===== src/rtl/sync_fifo.sv =====
// Synchronous single-clock FIFO with registered read data, occupancy count
// and one-cycle overflow/underflow pulses.
module sync_fifo #(
   parameter int unsigned WIDTH = 8,
   parameter int unsigned DEPTH = 8
) (
   input  logic             clk,
   input  logic             rst,
   input  logic             wr,
   input  logic             rd,
   input  logic [WIDTH-1:0] data_in,
   output logic [WIDTH-1:0] data_out,
   output logic             empty,
   output logic             full,
   output logic [$clog2(DEPTH):0] count,
   output logic             overflow,
   output logic             underflow
);

   localparam int unsigned AW = $clog2(DEPTH);

   logic [WIDTH-1:0] mem_q [DEPTH];
   logic [AW-1:0]    wptr_q, wptr_d;
   logic [AW-1:0]    rptr_q, rptr_d;
   logic [AW:0]      count_q, count_d;
   logic [WIDTH-1:0] data_out_q, data_out_d;
   logic             empty_q, empty_d;
   logic             full_q, full_d;
   logic             overflow_q, overflow_d;
   logic             underflow_q, underflow_d;
   logic             wr_en_c;
   logic             rd_en_c;

   // A write into a full FIFO is only legal when a read frees a slot on the same edge.
   always_comb begin
      wr_en_c     = wr & (~full_q | rd);
      rd_en_c     = rd & ~empty_q;
      wptr_d      = wptr_q;
      rptr_d      = rptr_q;
      count_d     = count_q;
      data_out_d  = data_out_q;
      overflow_d  = wr & full_q & ~rd;
      underflow_d = rd & empty_q & ~wr;

      if (wr_en_c) begin
         wptr_d = wptr_q + AW'(1);
      end
      if (rd_en_c) begin
         rptr_d     = rptr_q + AW'(1);
         data_out_d = mem_q[rptr_q];
      end

      case ({wr_en_c, rd_en_c})
         2'b10:   count_d = count_q + (AW+1)'(1);
         2'b01:   count_d = count_q - (AW+1)'(1);
         default: count_d = count_q;
      endcase

      empty_d = (count_d == '0);
      full_d  = (count_d == (AW+1)'(DEPTH));
   end

   always_ff @(posedge clk or negedge rst) begin
      if (!rst) begin
         wptr_q      <= '0;
         rptr_q      <= '0;
         count_q     <= '0;
         data_out_q  <= '0;
         empty_q     <= 1'b1;
         full_q      <= 1'b0;
         overflow_q  <= 1'b0;
         underflow_q <= 1'b0;
      end else begin
         wptr_q      <= wptr_d;
         rptr_q      <= rptr_d;
         count_q     <= count_d;
         data_out_q  <= data_out_d;
         empty_q     <= empty_d;
         full_q      <= full_d;
         overflow_q  <= overflow_d;
         underflow_q <= underflow_d;
      end
   end

   // Storage is not reset; pointers guarantee stale words are never read.
   always_ff @(posedge clk) begin
      if (wr_en_c) begin
         mem_q[wptr_q] <= data_in;
      end
   end

   assign data_out  = data_out_q;
   assign empty     = empty_q;
   assign full      = full_q;
   assign count     = count_q;
   assign overflow  = overflow_q;
   assign underflow = underflow_q;

endmodule


===== config.mk =====
export PLATFORM = sky130hd
export DESIGN_NAME = sync_fifo
export DESIGN_NICKNAME = d
export VERILOG_FILES = /design/src/rtl/sync_fifo.sv
export SDC_FILE = /design/constraint.sdc
export NUM_CORES = 1
export LEC_CHECK = 0
export CORE_MARGIN = 2
export CORE_UTILIZATION = 36
export CTS_BUF_LIST = sky130_fd_sc_hd__clkbuf_4
export CTS_CLUSTER_DIAMETER = 150
export DETAILED_ROUTE_END_ITERATION = 8
export DONT_BUFFER_PORTS = 1
export GPL_TIMING_DRIVEN = 1
export PLACE_DENSITY = 0.5
export SLEW_MARGIN = 10
export SYNTH_ARGS = -nofsm -noshare
export SYNTH_HDL_FRONTEND = slang
export SYNTH_SLANG_ARGS = --single-unit

===== constraint.sdc =====
create_clock -name clk -period 2.46 [get_ports clk]
set_input_delay 0.492 -clock clk [delete_from_list [all_inputs] [get_ports clk]]
set_output_delay 0.492 -clock clk [all_outputs]
set_load 0.03 [all_outputs]

# After elaboration in Yosys (flattened, before gate mapping)
# Memories as Yosys holds them, arrays and structs flattened. A register that Yosys moved wholly into a read port is not among the register bits.
# Cells that the tools add are included.
[totals]
regBits = 14
input_bits = 12
ramBits = 64
mem_count = 1
out_inout_bits = 16
[memory_table]
columns = ["name", "depth", "width", "rd", "rd_ports_with_merged_regs", "write_ports", "line", "text"]
rows = [
  ["mem_q", 8, 8, 1, 1, 1, "22", "logic [WIDTH-1:0] mem_q [DEPTH];"],
]
[op_classes]
bitwise_logic = 11
n_reduce_logical = 2
addsub = 4
mux = 3
eq_ne = 3
[ops]
columns = ["cell", "n"]
rows = [
  ["$pmux 4 s2", 1],
  ["$add 3x1->3 const B", 2],
  ["$and 1x1->1", 6],
  ["$add 4x1->4 const B", 1],
  ["$eq 4x4->1 const B", 1],
  ["$logic_not 4->1", 1],
  ["$not 1->1", 4],
  ["$sub 4x1->4 const B", 1],
  ["$eq 2x1->1 const B", 1],
  ["$eq 2x2->1 const B", 1],
  ["$mux 1", 2],
  ["$logic_not 1->1", 1],
  ["$or 1x1->1", 1],
]

# Depth between registers and ports, before layout
[depth]
word_depth = 6
depth_mapped = 9
ltp_nobuf = 8

# Worst setup path before layout
# OpenSTA, ideal clock, no wires.
[synth_path]
kind = "register to register"
start = "register empty_q (netlist: empty)"
end = "register full_q (netlist: full)"
path_buffers = 1
required_time_ns = 2.391
path_stages_with_launch = 10
period_less_slack_ns = 2.301
path_slack_ns = 0.159
t_arrival_ns = 2.232
path_cell_list = "dfstp_2 -> nand2b_1 -> clkbuf_1 -> inv_1 -> ha_1 -> a21oi_2 -> xor2_1 -> or4_1 -> o31a_1 -> nor2b_2"
[synth_between]
elab_chain_len = 5
word_cells_on_any_way = 6
classes_between = "eq/ne: 3; mux: 1; bitwise: 2"
[synth_rtl]
columns = ["item", "line", "text"]
rows = [
  ["start: declaration", "27", "logic empty_q, empty_d;"],
  ["start signal: assignment", "78", "empty_q <= empty_d;"],
  ["$not 1->1 (*)", "37", "rd_en_c = rd & ~empty_q;"],
  ["$and 1x1->1 (*)", "37", ""],
  ["$eq 2x1->1 / $eq 2x2->1 (equally long branches)", "53", "case ({wr_en_c, rd_en_c})"],
  ["$pmux 4 s2 (*)", "53", ""],
  ["$eq 4x4->1 (*)", "60", "full_d = (count_d == (AW+1)'(DEPTH));"],
  ["named net full_d", "28", "logic full_q, full_d;"],
  ["end signal: assignment", "79", "full_q <= full_d;"],
  ["end: declaration", "28", ""],
]
# The timed path passes the listed nets; every way through them passes the cells marked *.
# A chain may end at the register's enable or synchronous reset.

# Worst setup path in the final report
# Same ends and word-level chain as after synthesis.

==> metrics.txt <==
VDD IR max=319.9 uV; clk buf depth=2; area grow syn2layout=11.17%; syn avg cell area=17.76 um2; root buffer cell=clkbuf_4; Main synth FF type=edfxtp_1; Reg power frac=51.9%; clk sinks=86; Clk pwr share=19.6%; I/O Buffers=0; final WL=6224 um; DR iter-0 viols=98; Num CTS Buffers=9; I/O pin total=28; htree depth=3; Setup Fix Bufs, Post-CTS=0; R2R cell count=8; Worst setup SP type=flip-flop; status=finished, final reports clean; GP Congestion=0.7244; nets=226; CP required=2820 ps; period utilization=93.46%; Routed Antenna Nets=0; largest net degree at the start of global routing=23; global-route wire length before repair=9811 um; cell-internal power=2.944 mW; fin. max-slew vios=0; Max Cap Viol=0; die height=101.6 um; RSZ-0062 raised after global routing=false; hold path cells=0; Initial Util=37.10%; Final Hold Fails=0; Ys Warns=0; Least-Margin Pin Slew=1093 ps; clock latency on the worst-skew pair=420 ps; Worst Setup Path Type=flip-flop to flip-flop; Leakage=1.348 nW; setup slack after placement=198.9 ps; slew margin rel.=26.92%; switching power share of the total=34.39%; asr flop ratio synth=25.58%; Worst R2R End=full; crit path max fanout=5; final setup fails=0; f_max=434.9 MHz; Min-Delay Startpoint=data_in[7]; top post-synthesis cells by area=edfxtp_1 56%, dfrtp_1 15%, mux4_2 11%, mux2i_1 2.3%, nand2_1 1.9%; commonest non-fill, non-tap cell in the layout=edfxtp_1; CP Cell Sequence=nand2b_1 -> inv_1 -> ha_1 -> a21oi_2 -> xor2_1 -> or4_1 -> o31a_1 -> nor2b_2; vias in the first global route=1,773; Die X=101.6 um; family with the most delay on the worst path=simple AND/OR/NAND/NOR gates; n_diodes=0; Hold Path End=mem_q[2][7]; WL/cell=18.09 um; share of the synthesized area in the top cell type=56.06%; CTS tree=built; Cell Pwr Density=1177 nW/um2; dpl hpwl=4031 um; Worst Skew=26.29 ps; Worst setup EP type=flip-flop; DRC=0; most frequent cells in the layout=64 x edfxtp_1, 21 x dfrtp_1, 17 x nand2_1, 16 x mux4_2, 13 x buf_4; CP max stage delay=690 ps; crit path time final=2299 ps; Seq/Total Area, Yosys=72.15%; Synth area leader=edfxtp_1; Seq cells post-synth=86; Syn Inst Count=193; mapped cell area=3428 um2; total track usage=13.40%; vias=1,671; Core Area=9240 um2; worst setup margin=160.9 ps; setup total negative slack=0 ps; WP data arrival=2660 ps; Crit-path slowest cell=dfstp_2; Yosys cell types=35; initial antenna violation count=0; worst hold-check path type=input port to flip-flop; Remaining Overflow, GRT=0; worst r2r src=empty; WP buf/inv=1; combinational power share=28.5%; drt via density=4.858; Clk pin slew, worst setup/hold paths=140 ps; FF-to-FF setup slack=160 ps; drt first pass iters=4; Post-synth EDFFs=64; die area=10,320 um2; fraction of layout cells with a size suffix above 1=24.19%; syn_nets=209; switching component of the power=1.543 mW; Cell Rows=35
-- cell families (layout without fill, tap and decap cells) --
family,after synthesis,after routing,share of synthesized area (%)
buffers and inverters,10,32,1.569
XOR/XNOR,7,7,1.788
flip-flops,86,86,72.15
multiplexers,26,26,13.50
AND/OR/NAND/NOR,46,46,7.190
AO/OA/AOI/OAI,14,14,2.336
adder cells (fa/ha/maj),4,4,1.460
-- metrics by stage --
step	instances	hold slack, ps	total power [mW]	area (um2)	utilization [%]
floorplan	193	196.4	3.318	3428	-
global placement	327	197.1	3.616	3641	39.40
detailed placement	327	197.2	3.681	3641	39.40
CTS	344	121.6	4.570	3811	41.25
global route	344	94.66	4.780	3811	41.25
finish	344	159.6	4.488	3811	41.25
-- power by group through the flow --
stage          sequential [mW]  combinational [mW]  clock, mW
2_1_floorplan             2.31                1.01          0
3_3_place_gp              2.35                1.27          0
3_5_place_dp              2.37                1.31          0
4_1_cts                   2.34                1.32      0.913
5_1_grt                   2.37                1.43      0.979
6_report                  2.33                1.28      0.878
-- state kept, by name, indices dropped and copies added (netlist names), 3 cells and up --
signal,cells
data_out,8
wptr_q,3
rptr_q,3
count,4
mem_q,64
-- worst reg2reg max path, cell delays in order, from the launching register on --
cell	delay (ps)
dfstp_2	690
nand2b_1	160
inv_1	70
ha_1	240
a21oi_2	180
xor2_1	120
or4_1	500
o31a_1	150
nor2b_2	130
-- cells in the mapped netlist, types with 2 or more instances --
cell type / instances
a21oi_1: 3
buf_4: 2
clkbuf_1: 3
dfrtp_1: 21
edfxtp_1: 64
ha_1: 4
inv_1: 2
mux2_2: 2
mux2i_1: 8
mux4_2: 16
nand2_1: 17
nand2b_1: 4
nand3_1: 2
nor2_1: 10
nor2b_1: 2
nor3_1: 2
o21ai_0: 8
xnor2_1: 3
xor2_1: 4
-- per-layer routing --
layer | GRT usage [%] | wire length [um]
met1 | 16.46 | 2628
met2 | 22.27 | 3256
met3 | 4.831 | 288
met4 | 4.054 | 50
met5 | 0 | 0
-- repair_timing --
item	CTS	global route
hold endpoints to repair	22	0
gates resized for setup	0	0
hold buffers	1	0
-- cell type report --
class                   count  area (um2)
clock buffers              10       75.07
fillers                   833        5429
inverters                   2       7.507
repair buffers             14       107.6
flip-flops and latches     86        2474
clock inverters             6       85.08
well taps                 129       161.4
multi-input cells          97       900.9
-- worst max-delay path by stage --
stage | startpoint | end | slack (ps) | depth (start not counted)
finish | empty | full | 160 | 8
global route | empty | full | 80 | 8
CTS | empty | full | 150 | 8
detailed placement | empty | full | 200 | 8
global placement | empty | empty | 320 | 8
floorplan | empty | full | 160 | 9
Note: power is estimated with default switching activity, not from simulation.
